$ cat config.mk
export PLATFORM = sky130hd
export DESIGN_NAME = uart_rx
export DESIGN_NICKNAME = d
export VERILOG_FILES = /design/src/rtl/uart_rx.sv
export SDC_FILE = /design/constraint.sdc
export NUM_CORES = 1
export LEC_CHECK = 0
export BUFFER_PORTS_ARGS = -buffer_cell sky130_fd_sc_hd__buf_4
export CAP_MARGIN = 5
export CORE_MARGIN = 8
export CORE_UTILIZATION = 35
export DETAILED_ROUTE_END_ITERATION = 8
export GPL_TIMING_DRIVEN = 0
export PLACE_DENSITY = 0.6
export SLEW_MARGIN = 5
export SYNTH_ARGS = -nofsm -noshare
export SYNTH_HDL_FRONTEND = slang
export SYNTH_SLANG_ARGS = --single-unit
$ cat constraint.sdc
create_clock -name clk -period 2.87 [get_ports clk]
set_input_delay 0.287 -clock clk [delete_from_list [all_inputs] [get_ports clk]]
set_output_delay 0.287 -clock clk [all_outputs]
set_load 0.05 [all_outputs]
$ cat src/rtl/uart_rx.sv
// 8N1 UART receiver with a show-ahead receive FIFO and sticky error flags.
// The line is synchronised, then sampled at the centre of each bit by a down-counter.
module uart_rx #(
  parameter int CLK_FREQ   = 12000000,
  parameter int BAUD       = 115200,
  parameter int FIFO_DEPTH = 16
) (
  input  logic                          clk,
  input  logic                          reset,
  input  logic                          uart_rxd,
  input  logic                          rd_en,
  output logic [7:0]                    rd_data,
  output logic                          rx_valid,
  output logic [$clog2(FIFO_DEPTH):0]   rx_count,
  output logic                          frame_err,
  output logic                          overrun,
  input  logic                          clr_err,
  output logic                          busy
);

  localparam int DIV = CLK_FREQ / BAUD;
  localparam int CW  = $clog2(DIV);
  localparam int AW  = $clog2(FIFO_DEPTH);
  localparam int NW  = AW + 1;
  localparam logic [CW-1:0] CNT_FULL = CW'(DIV - 1);
  localparam logic [CW-1:0] CNT_HALF = CW'(DIV / 2 - 1);
  localparam logic [NW-1:0] CNT_MAX  = NW'(FIFO_DEPTH);

  typedef enum logic [2:0] {
    IDLE  = 3'd0,
    START = 3'd1,
    DATA  = 3'd2,
    STOP  = 3'd3,
    BRK   = 3'd4
  } state_t;

  logic          sync_r;
  logic          rxd_s;
  logic          rxd_d_r;
  state_t        state_r, state_n;
  logic [CW-1:0] cnt_r, cnt_n;
  logic [2:0]    bit_r, bit_n;
  logic [7:0]    shift_r, shift_n;
  logic          push_s, ferr_s, sample_s;

  logic [7:0]    mem [FIFO_DEPTH];
  logic [AW-1:0] wr_ptr_r, rd_ptr_r;
  logic [NW-1:0] count_r;
  logic          do_pop_s, do_push_s, full_s, ovr_s;
  logic          frame_err_r, overrun_r;

  // Two-flop synchroniser plus a delayed copy for falling-edge detection.
  always_ff @(posedge clk) begin
    if (!reset) begin
      sync_r  <= 1'b1;
      rxd_s   <= 1'b1;
      rxd_d_r <= 1'b1;
    end else begin
      sync_r  <= uart_rxd;
      rxd_s   <= sync_r;
      rxd_d_r <= rxd_s;
    end
  end

  // Receive FSM state, baud counter, bit index and shift register.
  always_ff @(posedge clk) begin
    if (!reset) begin
      state_r <= IDLE;
      cnt_r   <= {CW{1'b0}};
      bit_r   <= 3'd0;
      shift_r <= 8'h00;
    end else begin
      state_r <= state_n;
      cnt_r   <= cnt_n;
      bit_r   <= bit_n;
      shift_r <= shift_n;
    end
  end

  // Next-state logic; a sample is taken on the cycle the counter sits at zero.
  always_comb begin
    state_n  = state_r;
    cnt_n    = cnt_r;
    bit_n    = bit_r;
    shift_n  = shift_r;
    push_s   = 1'b0;
    ferr_s   = 1'b0;
    sample_s = (cnt_r == {CW{1'b0}});
    case (state_r)
      IDLE: begin
        if (rxd_d_r && !rxd_s) begin
          state_n = START;
          cnt_n   = CNT_HALF;
        end else begin
          state_n = IDLE;
        end
      end
      START: begin
        if (!sample_s) begin
          cnt_n = cnt_r - 1'b1;
        end else if (!rxd_s) begin
          state_n = DATA;
          cnt_n   = CNT_FULL;
          bit_n   = 3'd0;
        end else begin
          state_n = IDLE;
        end
      end
      DATA: begin
        if (!sample_s) begin
          cnt_n = cnt_r - 1'b1;
        end else begin
          shift_n = {rxd_s, shift_r[7:1]};
          cnt_n   = CNT_FULL;
          if (bit_r == 3'd7) begin
            state_n = STOP;
          end else begin
            bit_n = bit_r + 3'd1;
          end
        end
      end
      STOP: begin
        if (!sample_s) begin
          cnt_n = cnt_r - 1'b1;
        end else if (rxd_s) begin
          push_s  = 1'b1;
          state_n = IDLE;
        end else begin
          ferr_s  = 1'b1;
          state_n = BRK;
        end
      end
      BRK: begin
        if (rxd_s) begin
          state_n = IDLE;
        end else begin
          state_n = BRK;
        end
      end
      default: state_n = IDLE;
    endcase
  end

  // A push into a full FIFO only succeeds if a pop frees a slot in the same cycle.
  assign full_s    = (count_r == CNT_MAX);
  assign do_pop_s  = rd_en && (count_r != {NW{1'b0}});
  assign do_push_s = push_s && (!full_s || do_pop_s);
  assign ovr_s     = push_s && full_s && !do_pop_s;

  // FIFO pointers and occupancy; pointers wrap naturally at the power-of-two depth.
  always_ff @(posedge clk) begin
    if (!reset) begin
      wr_ptr_r <= {AW{1'b0}};
      rd_ptr_r <= {AW{1'b0}};
      count_r  <= {NW{1'b0}};
    end else begin
      if (do_push_s) wr_ptr_r <= wr_ptr_r + 1'b1;
      if (do_pop_s)  rd_ptr_r <= rd_ptr_r + 1'b1;
      case ({do_push_s, do_pop_s})
        2'b10:   count_r <= count_r + 1'b1;
        2'b01:   count_r <= count_r - 1'b1;
        default: count_r <= count_r;
      endcase
    end
  end

  // FIFO storage.
  always_ff @(posedge clk) begin
    if (reset && do_push_s) mem[wr_ptr_r] <= shift_r;
  end

  // Sticky error flags; a new error event beats a simultaneous clear.
  always_ff @(posedge clk) begin
    if (!reset) begin
      frame_err_r <= 1'b0;
      overrun_r   <= 1'b0;
    end else begin
      if (ferr_s)       frame_err_r <= 1'b1;
      else if (clr_err) frame_err_r <= 1'b0;
      if (ovr_s)        overrun_r   <= 1'b1;
      else if (clr_err) overrun_r   <= 1'b0;
    end
  end

  assign rd_data   = (count_r != {NW{1'b0}}) ? mem[rd_ptr_r] : 8'h00;
  assign rx_valid  = (count_r != {NW{1'b0}});
  assign rx_count  = count_r;
  assign frame_err = frame_err_r;
  assign overrun   = overrun_r;
  assign busy      = (state_r != IDLE);

endmodule

# Yosys cells after proc, flatten, opt, wreduce, memory -nomap -nowiden
# Memories as Yosys holds them, arrays and structs flattened. A register that Yosys moved wholly into a read port is not among the register bits.
# Index checks and enable logic that the tools add are counted.
# Widths: inputs -> output; s select.
# word_totals
reg_bits,39
out_inout_bits,17
ram_bits,128
memories,1
word_cells,93
in_bits,5
# classes
n_reduce_logical,23
n_eq_ne,17
muxes,34
addsub,6
# memory_table
memory,depth,word_bits,rd,rd_ports_with_merged_regs,write_ports,line,rtl
mem,16,8,1,1,1,46,logic [7:0] mem [FIFO_DEPTH];
# ops
cell,n
$mux 7,5
$pmux 7 s4,1
$mux 3,9
$ne 2x2->1 const B,8
$pmux 3 s5,1
$mux 1,12
$pmux 5 s2,1
$add 4x1->4 const B,2
$mux 4,2
$mux 8,1
$reduce_and 4->1,2
$reduce_bool 2->1,4
$logic_not 7->1,1
$sub 7x1->7 const B,1
$eq 3x2->1 const B,2
$eq 3x3->1 const B,2
$logic_and 1x1->1,6
$pmux 3 s2,1
$add 5x1->5 const B,1
$eq 5x5->1 const B,1
$reduce_and 5->1,1
$reduce_bool 5->1,1
$sub 5x1->5 const B,1
$reduce_bool 4->1,1
11 further kinds,13

# Depth between registers and ports, before layout
# Gate-level depths: netlist of run 1.
# logic_depth
ltp_word,7
ltp_mapped,12
ltp_nobuf,12

# Least setup slack after synthesis of run 1
# No wires, ideal clock.
# synth_path
path_kind,register to register
startpoint,register cnt_r[0]
endpoint,memory mem[0][0] (enable)
path_slack_ps,69
path_buffers,0
stages_incl_launch_ff,8
t_arrival_ps,2418
period_less_slack_ps,2801
required_time_ps,2487
setup_ps,383
path_cell_list,dfxtp_1 -> inv_1 -> ha_1 -> or4b_4 -> nor4_4 -> and4_2 -> nand2_1 -> nor3_1
# synth_between
elab_chain_len,7
# synth_rtl
item,line,rtl
start: declaration,41,"logic [CW-1:0] cnt_r, cnt_n;"
start signal: assignment,69,cnt_r <= {CW{1'b0}};
start signal: assignment,74,cnt_r <= cnt_n;
$logic_not 7->1,88,sample_s = (cnt_r == {CW{1'b0}});
$mux 1,123,if (!sample_s) begin
$mux 1,89,case (state_r)
$logic_and 1x1->1,147,assign do_push_s = push_s && (!full_s || do_pop_s);
$logic_and 1x1->1,169,if (reset && do_push_s) mem[wr_ptr_r] <= shift_r;
$mux 1,169,
$mux 1 (not written as such),169,
end: declaration,46,
# Every way passes these cells.

# Final worst setup path of run 1
# layout_path
startpoint,register cnt_r[0]
endpoint,memory mem[12][1] (enable)
# The elaborated chain is that of the path after synthesis.

==> results of run 1 <==
cell families (layout without fill, tap and decap cells):
| logic type | after synthesis | in the layout |
|---|---|---|
| mux | 57 | 57 |
| compound gates | 38 | 38 |
| fa+ha+maj | 13 | 13 |
| buf+inv | 33 | 92 |
| simple gates | 124 | 124 |
| xor+xnor | 8 | 8 |
| flops | 171 | 171 |
repair_timing:
action / 4_1_cts / 5_1_grt
pin swaps: 3 / 3
resized for setup: 35 / 6
setup endpoints to repair: 139 / 97
setup buffers: 5 / 2
layout make-up:
class	instances	area share
well taps	270	0.04040
clock inverters	14	0.01885
flip-flops and latches	171	0.5628
plain buffers	18	0.01227
inverters	14	0.006285
multi-input cells	240	0.2785
repair buffers	28	0.02963
clock buffers	18	0.05132
state kept, by name, summed over array words and instances (netlist names), named ones only:
signal	cells
rd_ptr_r	4
rxd_d_r	1
cnt_r	7
sync_r	1
state_r	3
rxd_s	1
frame_err	1
rx_count	5
shift_r	8
wr_ptr_r	4
overrun	1
bit_r	3
mem	128
placed cells by master, fill, tap and decap left out, types with 11 or more instances in the layout:
| master | Yosys | final |
|---|---|---|
| nand2b_1 | 15 | 15 |
| dfxtp_1 | 43 | 42 |
| mux4_2 | 40 | 40 |
| ha_1 | 12 | 11 |
| a21oi_1 | 14 | 14 |
| nand2_1 | 18 | 18 |
| clkbuf_16 | 0 | 17 |
| buf_4 | 0 | 25 |
| edfxtp_1 | 128 | 128 |
| mux2i_1 | 16 | 16 |
| nor2_1 | 45 | 32 |
| inv_1 | 14 | 14 |
power groups by stage:
| stage | Clock [mW] | Combinational (mW) | Sequential (mW) |
|---|---|---|---|
| floorplan | 0 | 1.24 | 2.89 |
| global placement | 0 | 1.80 | 2.80 |
| detailed placement | 0 | 1.84 | 2.80 |
| CTS | 2.31 | 1.85 | 2.76 |
| global route | 2.41 | 2.00 | 2.78 |
| finish | 2.27 | 1.86 | 2.77 |
routing by layer:
metal / global-route usage / share of wire / wire length [um]
met3: 0.03522 / 0.057 / 827
met5: 0 / 0 / 0
met2: 0.2064 / 0.50 / 7170
met4: 0.02765 / 0.0056 / 81
met1: 0.1575 / 0.44 / 6342
worst max path at each step:
stage                               end  slack (ns)  depth (start not counted)
2_1_floorplan       mem[0][0]$_DFFE_PP_        0.07                          7
3_3_place_gp        mem[0][3]$_DFFE_PP_       -0.59                          7
3_5_place_dp        mem[2][1]$_DFFE_PP_       -0.68                          7
4_1_cts        rx_count[4]$_SDFFE_PN0P_        0.01                         11
5_1_grt            mem[12][2]$_DFFE_PP_       -0.11                          7
6_report           mem[12][1]$_DFFE_PP_        0.02                          7
through the flow:
stage	setup slack (ns)	std cells
4_1_cts	0.01367	771
3_5_place_dp	-0.6756	735
6_report	0.02086	773
3_3_place_gp	-0.5943	735
2_1_floorplan	0.06861	444
5_1_grt	-0.1129	773
cell usage after synthesis (10+ instances only):
master	n
nor2b_1	10
nand2_1	18
nor2_1	45
mux4_2	40
ha_1	12
inv_1	14
a21oi_1	14
mux2i_1	16
nand2b_1	15
dfxtp_1	43
edfxtp_1	128
clkbuf_1	13
==> impl_metrics.env, run 1 <==
export IMPL_status="finished, final reports clean"
export IMPL_ctsHoldBuffers=0
export IMPL_cts_root_buffer="clkbuf_16"
export IMPL_slowest_delay_ns=0.52
export IMPL_slew_viol_final=0
export IMPL_rr_startpoint="cnt_r[0]$_SDFFE_PN0P_"
export IMPL_numCtsBuffers=17
export IMPL_max_cap_violations=0
export IMPL_seqPwrFrac=0.402
export IMPL_synthMuxAreaShare=0.1525
export IMPL_synth_top_cell_area_share=0.5466
export IMPL_holdPathStages=2
export IMPL_p_leak_nw=2.793
export IMPL_yosysSeqAreaShare=0.6690
export IMPL_max_freq_mhz=351.0
export IMPL_r2r_end="mem[12][1]$_DFFE_PP_"
export IMPL_fp_dieH_um=157.7
export IMPL_antenna_cells=0
export IMPL_hold_viol=0
export IMPL_htree_levels=4
export IMPL_port_buffer_count=21
export IMPL_wl_per_cell_um=18.66
export IMPL_r2r_slack_ns=0.02
export IMPL_clock_path_buffers=2
export IMPL_grt_max_degree=19
export IMPL_critPathCaptureType="flop"
export IMPL_path_cells="inv_1 > ha_1 > or4b_4 > nor4_4 > and4_2 > nand2_1 > nor2_2"
export IMPL_grt_pass1_wl_um=22890
export IMPL_swShare=0.3194
export IMPL_syn_num_nets=462
export IMPL_syn_area_um2=7032
export IMPL_synth_cell_type_count=47
export IMPL_synth_main_ff_cell="edfxtp_1"
export IMPL_synth_xor_area_frac=0.009964
export IMPL_drtIter0Drc=246
export IMPL_grt_use_total=0.1240
export IMPL_synth_simple_gate_area_share=0.09217
export IMPL_antenna_found_initial=0
export IMPL_synth_top_family_by_area="multiplexers"
export IMPL_p_switching_mw=2.202
export IMPL_synthAdderAreaFrac=0.02420
export IMPL_hp_start="uart_rxd"
export IMPL_overflow=0
export IMPL_cp_required_ns=2.93
export IMPL_avgViaCountPerCell=4.983
export IMPL_final_cell_area_um2=8362
export IMPL_final_net_count=508
export IMPL_syn_to_final_growth_pct=18.91
export IMPL_synth_compound_area_frac=0.03381
export IMPL_final_util=0.4186
export IMPL_clk_pin_slew_ns=0.07
export IMPL_p_total_mw=6.894
export IMPL_die_w_um=157.7
export IMPL_post_route_min_period_ns=2.849
export IMPL_syn_area_per_cell_um2=15.84
export IMPL_arrival_ns=2.91
export IMPL_tritoncts="done"
export IMPL_nFillCells=1836
export IMPL_first_pass_iters=5
export IMPL_ir_drop_mv=0.6661
export IMPL_layout_drive_gt1_share=0.2624
export IMPL_ys_ff_latch=171
export IMPL_cp_slowest_cell="or4b_4"
export IMPL_drcViolationCount=0
export IMPL_p_int_mw=4.692
export IMPL_cp_top_family="simple AND/OR/NAND/NOR gates"
export IMPL_synth_edf_count=128
export IMPL_critPathBufInv=1
export IMPL_async_reset_ff_frac=0
export IMPL_route_antenna_remaining_nets=0
export IMPL_p_comb_frac=0.270
export IMPL_power_density_nw_per_um2=824.4
export IMPL_rr_worst_depth=7
export IMPL_relSlewSlack=0.4543
export IMPL_dpl_instance_area_um2=7527
export IMPL_rows=52
export IMPL_vias=3852
export IMPL_routed_wirelength_um=14420
export IMPL_startpoint_type="flop"
export IMPL_fin_skew_ns=0.007892
export IMPL_ios=22
export IMPL_clock_latency_ns=0.42
export IMPL_whs_endpoint="sync_r$_SDFF_PN1_"
export IMPL_whs_ns=0.05120
export IMPL_start_util=0.3520
export IMPL_seq_area_um2=4706
export IMPL_coreArea_um2=19970
export IMPL_worstSetupPathType="flop to flop"
export IMPL_dieArea_um2=24880
export IMPL_setup_viol=0
export IMPL_cts_sinks=171
export IMPL_place_congestion=0.8156
export IMPL_fin_crit_sh=0.9927
export IMPL_power_share_clock=0.329
export IMPL_cp_max_fo=8
export IMPL_grt_pass1_vias=4066
export IMPL_yosysWarnings=0
export IMPL_yosysTopAreaCell="edfxtp_1"
export IMPL_multi_input_area_um2=2328
export IMPL_max_slew_worst_pin_slew_ns=0.8185
export IMPL_dp_hpwl_um=9836
export IMPL_startpoint="cnt_r[0]$_SDFFE_PN0P_"
export IMPL_rsz0062_at_grt="true"
export IMPL_min_path_type="input pin to flop"
export IMPL_ys_top_cells_by_area="edfxtp_1 (55%), mux4_2 (13%), dfxtp_1 (12%)"
export IMPL_finalSetupTns_ns=0
export IMPL_syn_inst=444
No activity file was read; power rests on OpenSTA's default activity.
==> run 2: changes to the inputs <==
CORE_ASPECT_RATIO = 1.1   (was default)
==> impl_metrics.env, run 2 (synthesized netlist as in run 1, its figures left out) <==
export IMPL_htree_levels=4
export IMPL_cts_root_buffer="clkbuf_16"
export IMPL_maxUsedRoutingLayer="met4"
export IMPL_clock_latency_ns=0.42
export IMPL_post_route_min_period_ns=2.800
export IMPL_finalNonFillerCells=757
export IMPL_largestRegisters="mem x128, shift_r x8, cnt_r x7"
export IMPL_fin_crit_sh=0.9755
export IMPL_port_buffer_count=21
export IMPL_rows=54
export IMPL_first_pass_iters=4
export IMPL_min_path_type="input pin to flop"
export IMPL_vias=3845
export IMPL_p_comb_frac=0.282
export IMPL_grt_use_total=0.1232
export IMPL_wl_met2_um=7077
export IMPL_clock_path_buffers=2
export IMPL_layout_drive_gt1_share=0.2653
export IMPL_arrival_ns=2.86
export IMPL_critPathCaptureType="flop"
export IMPL_slew_viol_final=0
export IMPL_power_density_nw_per_um2=808.8
export IMPL_placed_cells=718
export IMPL_p_leak_nw=2.783
export IMPL_largest_register_ff_count=128
export IMPL_startpoint_type="flop"
export IMPL_coreArea_um2=19800
export IMPL_wl_met3_um=672
export IMPL_nFillCells=1782
export IMPL_p_total_mw=6.709
export IMPL_grt_max_degree=19
export IMPL_relSlewSlack=0.4236
export IMPL_multi_input_area_um2=2331
export IMPL_worstSetupPathType="flop to flop"
export IMPL_final_cell_area_um2=8294
export IMPL_p_switching_mw=2.110
export IMPL_routed_wirelength_um=14290
export IMPL_grt_pass1_vias=3999
export IMPL_max_slew_worst_pin_slew_ns=0.8614
export IMPL_final_common_cell="edfxtp_1"
export IMPL_clk_pin_slew_ns=0.06
export IMPL_grt_pass1_wl_um=22710
export IMPL_antenna_cells=0
export IMPL_hold_viol=0
export IMPL_fp_dieH_um=164.7
export IMPL_power_share_clock=0.305
export IMPL_max_cap_violations=0
export IMPL_avgViaCountPerCell=5.079
export IMPL_seq_area_um2=4710
export IMPL_cp_max_fo=8
export IMPL_ctsHoldBuffers=0
export IMPL_drtIter0Drc=301
export IMPL_dp_hpwl_um=9629
export IMPL_dpl_instance_area_um2=7512
export IMPL_die_w_um=151.1
export IMPL_finalSetupTns_ns=0
export IMPL_ir_drop_mv=0.9437
export IMPL_p_int_mw=4.599
export IMPL_antenna_found_initial=0
export IMPL_setup_viol=0
export IMPL_tritoncts="done"
export IMPL_seqPwrFrac=0.413
export IMPL_cts_sinks=171
export IMPL_cp_required_ns=2.93
export IMPL_final_cell_mix="edfxtp_1 (128), dfxtp_1 (41), mux4_2 (40)"
export IMPL_swShare=0.3145
export IMPL_start_util=0.3552
export IMPL_dieArea_um2=24890
export IMPL_place_congestion=0.8195
export IMPL_ios=22
export IMPL_drcViolationCount=0
export IMPL_max_freq_mhz=357.2
export IMPL_numCtsBuffers=17
export IMPL_route_antenna_remaining_nets=0
export IMPL_wl_met1_um=6399
export IMPL_rsz0062_at_grt="true"
export IMPL_regMostFlops="mem"
export IMPL_wl_per_cell_um=18.88
export IMPL_fin_skew_ns=0.006346
export IMPL_whs_ns=0.03895
export IMPL_syn_to_final_growth_pct=17.95
export IMPL_final_net_count=511
export IMPL_overflow=0
export IMPL_status="finished, final reports clean"
## run 2: cell type report
cell class / instances / area share
inverter: 14 / 0.006336
sequential: 171 / 0.5678
multi-input combinational: 240 / 0.2810
clock buffer: 20 / 0.05265
buffer: 18 / 0.01192
timing repair buffer: 31 / 0.03258
clock inverter: 11 / 0.009655
tap: 252 / 0.03801
## run 2: critical path, stage by stage (launching register included)
cell     delay (ns)
dfxtp_2        0.33
inv_2          0.07
ha_2           0.17
or4b_4         0.52
nor4_4         0.30
and4_2         0.30
nand2_1        0.23
nor2_2         0.50
## run 2: path summary, 6_finish.rpt
kind,from,endpoint,slack [ns],depth (start not counted)
worst min-delay path,uart_rxd,sync_r$_SDFF_PN1_,0.04,2
worst max register to register,cnt_r[0]$_SDFFE_PN0P_,mem[8][6]$_DFFE_PP_,0.07,7
worst min register to register,sync_r$_SDFF_PN1_,rxd_s$_SDFF_PN1_,0.42,1
worst max-delay path,cnt_r[0]$_SDFFE_PN0P_,mem[8][6]$_DFFE_PP_,0.07,7
## run 2: power groups by stage
stage	combinational, mW	clock, mW	sequential (mW)
2_1_floorplan	1.24	0	2.89
3_3_place_gp	1.79	0	2.80
3_5_place_dp	1.82	0	2.80
4_1_cts	1.84	2.09	2.76
5_1_grt	2.05	2.18	2.78
6_report	1.89	2.05	2.77
## run 2: per-layer routing
metal,up-vias,GRT usage
met5,-,0
met4,0,0.03422
met3,13,0.03645
met2,87,0.2031
met1,1952,0.1546
li1,1793,-
## run 2: metrics by stage
| step | util | setup WS [ns] |
|---|---|---|
| floorplan | - | 0.06861 |
| global placement | 0.3791 | -0.5986 |
| detailed placement | 0.3795 | -0.6754 |
| CTS | 0.4156 | 0.01718 |
| global route | 0.4190 | -0.07021 |
| finish | 0.4190 | 0.07037 |
## run 2: repair_timing
item | in CTS | in global routing
buffers inserted | 6 | 3
endpoints found under the setup margin | 139 | 106
pin swaps | 4 | 6
resized for setup | 33 | 14
